### config.mk
export PLATFORM = sky130hd
export DESIGN_NAME = chaos_key_gen
export DESIGN_NICKNAME = d
export VERILOG_FILES = /design/src/rtl/chaos_key_gen.sv
export SDC_FILE = /design/constraint.sdc
export NUM_CORES = 1
export LEC_CHECK = 0
export BUFFER_PORTS_ARGS = -buffer_cell sky130_fd_sc_hd__buf_2
export CORE_AREA = 10 10 169 156
export DETAILED_ROUTE_END_ITERATION = 12
export DIE_AREA = 0 0 179 166
export PLACE_DENSITY_LB_ADDON = 0.05
export SKIP_CTS_REPAIR_TIMING = 1
export SLEW_MARGIN = 20
export SYNTH_ARGS = -nofsm -noshare
export SYNTH_HDL_FRONTEND = slang
export SYNTH_SLANG_ARGS = --single-unit
export TNS_END_PERCENT = 1
### constraint.sdc
create_clock -name clk -period 3.05 [get_ports clk]
set_input_delay 0.305 -clock clk [delete_from_list [all_inputs] [get_ports clk]]
set_output_delay 0.305 -clock clk [all_outputs]
set_load 0.01 [all_outputs]
### src/rtl/chaos_key_gen.sv
// Chen-trajectory key generator: steps an external combinational step block,
// discards a warm-up transient, then folds XOR'd low mantissa bytes into keys.
module chaos_key_gen #(
    parameter int WARMUP = 100,
    parameter int KEY_W  = 128
) (
    input  logic             clk,
    input  logic             rst_n,
    input  logic             start,
    input  logic             stop,
    input  logic [31:0]      seed_x,
    input  logic [31:0]      seed_y,
    input  logic [31:0]      seed_z,
    output logic [31:0]      cx,
    output logic [31:0]      cy,
    output logic [31:0]      cz,
    input  logic [31:0]      nx,
    input  logic [31:0]      ny,
    input  logic [31:0]      nz,
    output logic [KEY_W-1:0] key,
    output logic             key_valid,
    input  logic             key_ready,
    output logic             busy,
    output logic             diverge
);

    localparam int                BYTES     = KEY_W / 8;
    localparam int                BCNT_W    = $clog2(BYTES + 1);
    localparam logic [BCNT_W-1:0] BYTE_LAST = BCNT_W'(BYTES - 1);
    localparam logic [15:0]       WARM_LAST = 16'((WARMUP == 0) ? 0 : WARMUP - 1);

    typedef enum logic [1:0] {
        ST_IDLE = 2'd0,
        ST_WARM = 2'd1,
        ST_GEN  = 2'd2,
        ST_HOLD = 2'd3
    } state_t;

    // An all-ones exponent field marks Inf or NaN.
    function automatic logic f_is_special(input logic [31:0] v);
        return (v[30:23] == 8'hFF);
    endfunction

    state_t             r_state;
    logic [31:0]        r_cx;
    logic [31:0]        r_cy;
    logic [31:0]        r_cz;
    logic [KEY_W-1:0]   r_key;
    logic               r_valid;
    logic               r_busy;
    logic               r_diverge;
    logic [15:0]        r_warm_cnt;
    logic [BCNT_W-1:0]  r_byte_cnt;

    state_t             w_state_nxt;
    logic               w_load_seed;
    logic               w_step;
    logic               w_shift;
    logic               w_warm_clr;
    logic               w_warm_inc;
    logic               w_byte_clr;
    logic               w_byte_inc;
    logic               w_valid_nxt;
    logic               w_div_nxt;
    logic               w_diverging;
    logic [7:0]         w_fold_byte;
    logic [KEY_W-1:0]   w_key_shift;

    assign w_diverging = f_is_special(nx) | f_is_special(ny) | f_is_special(nz);
    assign w_fold_byte = nx[7:0] ^ ny[7:0] ^ nz[7:0];

    generate
        if (KEY_W == 8) begin : g_key_narrow
            assign w_key_shift = w_fold_byte;
        end else begin : g_key_wide
            assign w_key_shift = {r_key[KEY_W-9:0], w_fold_byte};
        end
    endgenerate

    // Next-state and datapath control decode; stop overrides every other request.
    always_comb begin
        w_state_nxt = r_state;
        w_load_seed = 1'b0;
        w_step      = 1'b0;
        w_shift     = 1'b0;
        w_warm_clr  = 1'b0;
        w_warm_inc  = 1'b0;
        w_byte_clr  = 1'b0;
        w_byte_inc  = 1'b0;
        w_valid_nxt = r_valid;
        w_div_nxt   = r_diverge;
        if (stop && (r_state != ST_IDLE)) begin
            w_state_nxt = ST_IDLE;
            w_valid_nxt = 1'b0;
        end else begin
            case (r_state)
                ST_IDLE: begin
                    if (start) begin
                        w_load_seed = 1'b1;
                        w_warm_clr  = 1'b1;
                        w_byte_clr  = 1'b1;
                        w_div_nxt   = 1'b0;
                        w_state_nxt = (WARMUP == 0) ? ST_GEN : ST_WARM;
                    end else begin
                        w_state_nxt = ST_IDLE;
                    end
                end
                ST_WARM: begin
                    if (w_diverging) begin
                        w_div_nxt   = 1'b1;
                        w_state_nxt = ST_IDLE;
                    end else begin
                        w_step     = 1'b1;
                        w_warm_inc = 1'b1;
                        if (r_warm_cnt == WARM_LAST) begin
                            w_state_nxt = ST_GEN;
                        end else begin
                            w_state_nxt = ST_WARM;
                        end
                    end
                end
                ST_GEN: begin
                    if (w_diverging) begin
                        w_div_nxt   = 1'b1;
                        w_state_nxt = ST_IDLE;
                    end else begin
                        w_step     = 1'b1;
                        w_shift    = 1'b1;
                        w_byte_inc = 1'b1;
                        if (r_byte_cnt == BYTE_LAST) begin
                            w_state_nxt = ST_HOLD;
                            w_valid_nxt = 1'b1;
                        end else begin
                            w_state_nxt = ST_GEN;
                        end
                    end
                end
                ST_HOLD: begin
                    // Next key continues the same trajectory, no re-warm.
                    if (key_ready) begin
                        w_byte_clr  = 1'b1;
                        w_valid_nxt = 1'b0;
                        w_state_nxt = ST_GEN;
                    end else begin
                        w_state_nxt = ST_HOLD;
                    end
                end
                default: begin
                    w_state_nxt = ST_IDLE;
                    w_valid_nxt = 1'b0;
                end
            endcase
        end
    end

    // FSM state register.
    always_ff @(posedge clk or negedge rst_n) begin
        if (!rst_n) begin
            r_state <= ST_IDLE;
        end else begin
            r_state <= w_state_nxt;
        end
    end

    // Trajectory registers: seeded on start, advanced from the step block.
    always_ff @(posedge clk or negedge rst_n) begin
        if (!rst_n) begin
            r_cx <= 32'd0;
            r_cy <= 32'd0;
            r_cz <= 32'd0;
        end else if (w_load_seed) begin
            r_cx <= seed_x;
            r_cy <= seed_y;
            r_cz <= seed_z;
        end else if (w_step) begin
            r_cx <= nx;
            r_cy <= ny;
            r_cz <= nz;
        end
    end

    // Key shift register.
    always_ff @(posedge clk or negedge rst_n) begin
        if (!rst_n) begin
            r_key <= '0;
        end else if (w_shift) begin
            r_key <= w_key_shift;
        end
    end

    // Warm-up and byte counters.
    always_ff @(posedge clk or negedge rst_n) begin
        if (!rst_n) begin
            r_warm_cnt <= 16'd0;
            r_byte_cnt <= '0;
        end else begin
            if (w_warm_clr) begin
                r_warm_cnt <= 16'd0;
            end else if (w_warm_inc) begin
                r_warm_cnt <= r_warm_cnt + 16'd1;
            end
            if (w_byte_clr) begin
                r_byte_cnt <= '0;
            end else if (w_byte_inc) begin
                r_byte_cnt <= r_byte_cnt + BCNT_W'(1);
            end
        end
    end

    // Registered status flags.
    always_ff @(posedge clk or negedge rst_n) begin
        if (!rst_n) begin
            r_valid   <= 1'b0;
            r_busy    <= 1'b0;
            r_diverge <= 1'b0;
        end else begin
            r_valid   <= w_valid_nxt;
            r_busy    <= (w_state_nxt != ST_IDLE);
            r_diverge <= w_div_nxt;
        end
    end

    assign cx        = r_cx;
    assign cy        = r_cy;
    assign cz        = r_cz;
    assign key       = r_key;
    assign key_valid = r_valid;
    assign busy      = r_busy;
    assign diverge   = r_diverge;

endmodule
==> impl_metrics.tcl, run 1 <==
set metrics [dict create \
    routed_wire_length_per_instance_um 18.7 \
    yosysUniqueCellTypes 43 \
    number_of_design_rule_violations_left_after_detail_routing 0 \
    max_slew.worst_pin.slew_ns 0.768 \
    ys_async_sr_fraction_pct 100 \
    timing.final.crit_period_ns 2.59 \
    r2r_setup_slack_ns 0.46 \
    grt_pass1_vias 9905 \
    numClockSinks 250 \
    worstPathRequired_ns 3.49 \
    drt-initial-drc-count 876 \
    insertion_delay_ns 0.53 \
    cp_cell_instances "inv_1 -> ha_1 -> nand2b_1 -> nand2_2 -> or4_1 -> or4_1 -> a21oi_1" \
    grt_overflow 0 \
    crit_path_frequent_cell "sky130_fd_sc_hd__or4_1" \
    outcome "finished, final reports clean" \
    grt_antenna_before_repair 7 \
    fin_tns_setup_ns 0 \
    cell_area_power_density_nw_per_um2 778 \
    min-delay-path-class "input port to flip-flop" \
    netlist_area_sq_um 11200 \
    seq_area_frac_synth_pct 55.8 \
    die_height_um 166 \
    post-place-ws_ns 0.359 \
    io_pins 424 \
    start_kind "flip-flop" \
    floorplan.rows 53 \
    synth-seq-cells 250 \
    area_growth_pct 29.8 \
    core-area_sq_um 22900 \
    max-vdd-ir-drop_mv 0.511 \
    max_stage_delay_ns 0.69 \
    fin_crit_sh_pct 84.9 \
    die_x_um 179 \
    grt_setup_unrepaired "false" \
    synth_top_family_by_area "simple AND/OR/NAND/NOR gates" \
    yosysWarningCount 0 \
    worstHoldPathCells 3 \
    critPathKind "flip-flop to flip-flop" \
    crit_arrival_ns 3.03 \
    ys.flop_type "sky130_fd_sc_hd__dfrtp_1" \
    drt_wl_total_um 36900 \
    headroom_to_the_max_slew_limit_pct 48.4 \
    cts_inserted_buffers 26 \
    cts_tree "yes" \
    final_cell_area_sq_um 14500 \
    route.layer.met1.wl_um 14800 \
    worstReg2RegEnd "r_warm_cnt[9]" \
    number_of_nets_produced_by_synthesis 1445 \
    final.setup.worst_slack_ns 0.460 \
    cts.path.max_buffers 3 \
    cpMaxStageDelayCell "sky130_fd_sc_hd__or4_1" \
    count_of_flip_flops_with_a_built_in_enable_after_synthesis 0 \
    port-buffer-count 423 \
    dieArea_sq_um 29700 \
    ctsRootBufferMaster "sky130_fd_sc_hd__clkbuf_16" \
    cap_violations 0 \
    detailed_place_hpwl_um 27900 \
    first_pass_grt_wire_length_um 56500 \
    highest-signal-layer "met5" \
    clock_tree.htree_level_count 1 \
    final_layout_size_suffix_gt1_share_pct 35.3 \
    final-hold-violation-count 0 \
    timing.clock.skew_ns 0.0151 \
    critical_path_peak_fanout 19 \
    finalHoldWorstSlack_ns 0.0802 \
    dpl-instance-area_sq_um 13700 \
    final_core_util_pct 63.6 \
    synth.mux.area_fraction_pct 9.65 \
    slew_viol_final 0 \
    holdPathEnd "key[0]" \
    synth_simple_gate_area_share_pct 26.1 \
    cp-end-kind "flip-flop" \
    global_route.usage.total_pct 23.9 \
    dr_wl_met2_um 18000 \
    gp_routability_congestion 0.901 \
    synthXorXnorAreaFrac_pct 1.56 \
    regToRegStartpoint "r_state[1]" \
    synth_adder_area_share_pct 0.781 \
    synth-compound-area-share_pct 2.88 \
    via_count 9816 \
    netlist_instances 1241 \
    grt_start_max_net_pins 114 \
    floorplan.initialDensity_pct 49.0 \
    firstDrtPassIters 5 \
    reg2reg_depth 7 \
    final_nets 1849 \
    setup_viol 0 \
    post_synth.cell_area_avg_sq_um 9.03 \
    drt-vias-per-instance 4.98 \
    met3_wirelength_um 3340 \
    worstHoldStart "nz[0]" \
    clk_pin_slew_ns 0.06 \
    cellLeakagePower_nw 8.31 \
    clock.fmax_mhz 386 \
    final_antenna_violating_net_count 0 \
]
## metal layers
metal / GRT usage, % / vias to the layer above
li1: - / 4773
met1: 29.9 / 4672
met2: 39.8 / 326
met3: 6.87 / 43
met4: 5.50 / 2
met5: 0 / -
## placed cells by master, fill, tap and decap left out, types with 3 or more instances in the layout
master and count:
sky130_fd_sc_hd__a21oi_1 11, sky130_fd_sc_hd__and2_1 3, sky130_fd_sc_hd__and3_1 3, sky130_fd_sc_hd__buf_12 10, sky130_fd_sc_hd__buf_2 422, sky130_fd_sc_hd__buf_4 11
sky130_fd_sc_hd__clkbuf_1 7, sky130_fd_sc_hd__clkbuf_16 26, sky130_fd_sc_hd__clkbuf_8 3, sky130_fd_sc_hd__clkinv_2 5, sky130_fd_sc_hd__clkinvlp_4 4, sky130_fd_sc_hd__dfrtp_1 250
sky130_fd_sc_hd__diode_2 6, sky130_fd_sc_hd__ha_1 7, sky130_fd_sc_hd__inv_1 9, sky130_fd_sc_hd__mux2_2 96, sky130_fd_sc_hd__nand2_1 671, sky130_fd_sc_hd__nand2b_1 3
sky130_fd_sc_hd__nand3_1 5, sky130_fd_sc_hd__nand4_1 14, sky130_fd_sc_hd__nor2_1 12, sky130_fd_sc_hd__nor3_1 4, sky130_fd_sc_hd__nor4_1 3, sky130_fd_sc_hd__nor4b_1 3
sky130_fd_sc_hd__o211ai_1 3, sky130_fd_sc_hd__o21ai_0 17, sky130_fd_sc_hd__o31ai_1 4, sky130_fd_sc_hd__or3_1 5, sky130_fd_sc_hd__or4_1 5, sky130_fd_sc_hd__xnor2_1 12
sky130_fd_sc_hd__xor2_1 8
## worst max-delay path: cells and delay by family (launching register included)
kind            cells  cell delay [ns]
simple gates        4             1.56
flops               1             0.40
buf+inv             1             0.09
compound gates      1             0.15
fa+ha+maj           1             0.30
## flip-flops by register name (all words and copies together), names as in the netlist
register and cells:
busy 1, cx 32, cy 32, cz 32, diverge 1, key 128
key_valid 1, r_byte_cnt 5, r_state 2, r_warm_cnt 16
## worst max-delay path by stage
stage               depth (start not counted)  slack [ns]        endpoint  startpoint
CTS                                         7        0.47   r_warm_cnt[9]  r_state[0]
floorplan                                   9        0.85   r_warm_cnt[9]  r_state[0]
global placement                            7        0.40          cz[16]      ny[25]
detailed placement                          7        0.36          cz[20]      ny[30]
global route                                7        0.32  r_warm_cnt[11]  r_state[1]
finish                                      7        0.46   r_warm_cnt[9]  r_state[1]
## final cells by class
type / count / area, sq um
fillers: 2033 / 8330
diodes: 6 / 15.0
inverters: 9 / 33.8
multi-input cells: 913 / 4630
well taps: 302 / 378
flip-flops and latches: 250 / 6260
clock buffers: 36 / 718
repair buffers: 445 / 2420
clock inverters: 11 / 101
## power breakdown
| group | switching, W | internal, W | total, W |
|---|---|---|---|
| Combinational | 0.00205 | 0.00179 | 0.00384 |
| Sequential | 0.000404 | 0.00403 | 0.00444 |
| Clock | 0.00131 | 0.00174 | 0.00304 |
| Total | 0.00376 | 0.00755 | 0.0113 |
## cells by family (layout without fill, tap and decap cells)
group                    Yosys count  in the layout
AND/OR/NAND/NOR                  739            739
flip-flops                       250            250
multiplexers                      96             96
buffers and inverters             78            501
AO/OA/AOI/OAI                     51             51
XOR/XNOR                          20             20
adder cells (fa/ha/maj)            7              7
other                              0              6
## per-stage QoR
step / cells / total power [W]
detailed placement: 1918 / 0.00833
CTS: 1965 / 0.0114
finish: 1972 / 0.0113
floorplan: 1241 / 0.00667
global placement: 1918 / 0.00826
global route: 1971 / 0.0119
## synthesized netlist by cell type (all sizes together), types with 5 or more instances
library cell	instances	share of area, %
inv	9	0.30
xnor2	12	0.94
a21oi	11	0.49
o21ai	17	0.76
mux2	96	9.6
or3	5	0.28
nand4	14	0.78
xor2	8	0.63
nand2	673	23
nor2	12	0.40
clkbuf	42	1.4
or4	6	0.40
dfrtp	250	56
ha	7	0.78
nand3	5	0.22
buf	27	1.5
Note: power is estimated with default switching activity, not from simulation.
==> run 2: changes to the inputs <==
--- a/config.mk
+++ b/config.mk
@@ -5,10 +5,11 @@
 export SDC_FILE = /design/constraint.sdc
 export NUM_CORES = 1
 export LEC_CHECK = 0
+export ABC_AREA = 1
 export BUFFER_PORTS_ARGS = -buffer_cell sky130_fd_sc_hd__buf_2
-export CORE_AREA = 10 10 169 156
+export CORE_AREA = 10 10 172 158
 export DETAILED_ROUTE_END_ITERATION = 12
-export DIE_AREA = 0 0 179 166
+export DIE_AREA = 0 0 182 168
 export PLACE_DENSITY_LB_ADDON = 0.05
 export SKIP_CTS_REPAIR_TIMING = 1
 export SLEW_MARGIN = 20
==> constraint.sdc (replaced) <==
create_clock -name clk -period 2.5 [get_ports clk]
set_input_delay 0.25 -clock clk [delete_from_list [all_inputs] [get_ports clk]]
set_output_delay 0.25 -clock clk [all_outputs]
set_load 0.01 [all_outputs]
==> impl_metrics.tcl, run 2 <==
set metrics [dict create \
    outcome "finished, final reports clean" \
    cts_tree "yes" \
    largest_register_ffs 128 \
    cts.path.max_buffers 3 \
    final_cell_area_sq_um 15000 \
    most_instantiated_cells_after_synthesis "sky130_fd_sc_hd__nand2_1, sky130_fd_sc_hd__dfrtp_1, sky130_fd_sc_hd__inv_1, sky130_fd_sc_hd__o21ai_0, sky130_fd_sc_hd__buf_2" \
    seq_area_frac_synth_pct 54.0 \
    start_kind "flip-flop" \
    worstPathRequired_ns 2.91 \
    number_of_design_rule_violations_left_after_detail_routing 0 \
    firstDrtPassIters 5 \
    critPathCapture "cy[25]" \
    drt-initial-drc-count 813 \
    drt-vias-per-instance 4.88 \
    grt_antenna_before_repair 18 \
    synth_top_area_cell "sky130_fd_sc_hd__dfrtp_1" \
    ys.flop_type "sky130_fd_sc_hd__dfrtp_1" \
    fillCellCount 2196 \
    gp_routability_congestion 0.905 \
    clock.fmax_mhz 471 \
    max-vdd-ir-drop_mv 0.544 \
    final-hold-violation-count 0 \
    global_route.usage.total_pct 24.3 \
    yosysUniqueCellTypes 26 \
    floorplan.initialDensity_pct 48.8 \
    final_nets 2128 \
    ctsRootBufferMaster "sky130_fd_sc_hd__clkbuf_16" \
    grt_overflow 0 \
    area_growth_pct 29.6 \
    final_layout_size_suffix_gt1_share_pct 25.5 \
    slew_viol_final 0 \
    via_count 11100 \
    first_pass_grt_wire_length_um 60200 \
    netlist_instances 1524 \
    cp-end-kind "flip-flop" \
    synth_most_common_cell "sky130_fd_sc_hd__nand2_1" \
    min-delay-path-class "input port to flip-flop" \
    reg2reg_depth 9 \
    setup_viol 0 \
    post-synth-top-area-fraction_pct 54.0 \
    core-area_sq_um 23700 \
    grt_pass1_vias 10900 \
    final_antenna_violating_net_count 0 \
    post_synth.cell_area_avg_sq_um 7.60 \
    dpl-instance-area_sq_um 14100 \
    regToRegStartpoint "r_state[0]" \
    routed_wire_length_per_instance_um 17.1 \
    ys_top_cells_by_area "sky130_fd_sc_hd__dfrtp_1, sky130_fd_sc_hd__nand2_1, sky130_fd_sc_hd__o21ai_0" \
    headroom_to_the_max_slew_limit_pct 62.7 \
    most-common-layout-cells "sky130_fd_sc_hd__nand2_1, sky130_fd_sc_hd__buf_2, sky130_fd_sc_hd__dfrtp_1, sky130_fd_sc_hd__inv_1, sky130_fd_sc_hd__o21ai_0" \
    fin_crit_sh_pct 84.8 \
    cp_cell_instances "inv_1 -> ha_1 -> inv_2 -> nand2_2 -> nand2_1 -> o21ai_4 -> buf_12 -> buf_4 -> o21ai_0" \
    critPathLaunch "r_state[0]" \
    grt_setup_unrepaired "false" \
    count_of_flip_flops_with_a_built_in_enable_after_synthesis 0 \
    max_stage_delay_ns 0.40 \
    floorplan.rows 54 \
    number_of_nets_produced_by_synthesis 1728 \
    port-buffer-count 423 \
    grt_start_max_net_pins 73 \
    cell_area_power_density_nw_per_um2 922 \
    ys_async_sr_fraction_pct 100 \
    io_pins 424 \
    r2r_setup_slack_ns 0.38 \
    yosysWarningCount 0 \
    detailed_place_hpwl_um 29300 \
    cap_violations 0 \
    insertion_delay_ns 0.54 \
    dieArea_sq_um 30600 \
    netlist_area_sq_um 11600 \
    crit_arrival_ns 2.54 \
    timing.clock.skew_ns 0.0153 \
    worstReg2RegEnd "cy[25]" \
    numClockSinks 250 \
    clk_pin_slew_ns 0.06 \
    clock_tree.htree_level_count 1 \
    fin_tns_setup_ns 0 \
    critPathKind "flip-flop to flip-flop" \
    mostFrequentLayoutCell "sky130_fd_sc_hd__nand2_1" \
    cellLeakagePower_nw 8.97 \
    cpMaxStageDelayCell "sky130_fd_sc_hd__dfrtp_1" \
    max_slew.worst_pin.slew_ns 0.555 \
    critical_path_peak_fanout 54 \
    drt_wl_total_um 38700 \
    cts_inserted_buffers 27 \
    die_x_um 182 \
    synth-seq-cells 250 \
    timing.final.crit_period_ns 2.12 \
    die_height_um 168 \
]
run 2: per-layer routing:
layer,vias up,GRT usage (%),wire length (um)
met3,71,7.57,3240
met1,5149,29.3,15300
li1,5440,-,-
met4,10,7.49,1030
met2,384,40.9,19100
met5,-,0,69
run 2: where the power goes:
group | total (W) | internal [W] | switching (W)
Clock | 0.00402 | 0.00236 | 0.00165
Sequential | 0.00542 | 0.00490 | 0.000519
Combinational | 0.00441 | 0.00156 | 0.00285
run 2: area by class of cell:
| type | instances | area (sq um) | share of cell area [%] |
|---|---|---|---|
| tap | 308 | 385 | 2.57 |
| clock inverter | 6 | 95.1 | 0.633 |
| multi-input combinational | 1072 | 4520 | 30.1 |
| sequential | 250 | 6260 | 41.7 |
| clock buffer | 43 | 786 | 5.23 |
| antenna | 13 | 32.5 | 0.217 |
| timing repair buffer | 444 | 2450 | 16.3 |
| inverter | 129 | 485 | 3.23 |
run 2: cells by family after synthesis:
group,count (synthesis),share of synthesized area [%]
AOI/OAI and AO/OA,127,5.53
and+or+nand+nor,911,30.5
DFF,250,54.0
buffers and inverters,202,7.15
xor gates and xnor gates,27,2.04
adders and majority gates,7,0.756
run 2: critical path, delay by kind of cell, from the launching register on:
kind                     cells  cell delay, ns
buffers and inverters        4            0.70
AO/OA/AOI/OAI                2            0.30
flip-flops                   1            0.40
adder cells (fa/ha/maj)      1            0.28
AND/OR/NAND/NOR              2            0.28
run 2: worst min-delay path by stage:
| stage | from | endpoint | slack [ns] | cells after the start |
|---|---|---|---|---|
| 2_1_floorplan | rst_n | busy | -0.05 | 0 |
| 3_3_place_gp | rst_n | key[125] | 0.24 | 1 |
| 3_5_place_dp | rst_n | key[126] | 0.24 | 1 |
| 4_1_cts | rst_n | key[126] | -0.34 | 1 |
| 5_1_grt | stop | r_state[1] | 0.007 | 4 |
| 6_report | seed_z[31] | cz[31] | 0.005 | 5 |
run 2: through the flow:
| step | worst slack [ns] | hold slack [ns] | util [%] | std cells | power, W |
|---|---|---|---|---|---|
| CTS | 0.366 | -0.344 | 63.1 | 2251 | 0.0140 |
| finish | 0.379 | 0.00452 | 63.3 | 2265 | 0.0138 |
| detailed placement | 0.406 | 0.237 | 59.4 | 2202 | 0.00994 |
| floorplan | 0.829 | -0.0456 | - | 1524 | 0.00787 |
| global route | 0.149 | 0.00727 | 63.3 | 2263 | 0.0148 |
| global placement | 0.476 | 0.235 | 59.4 | 2202 | 0.00984 |
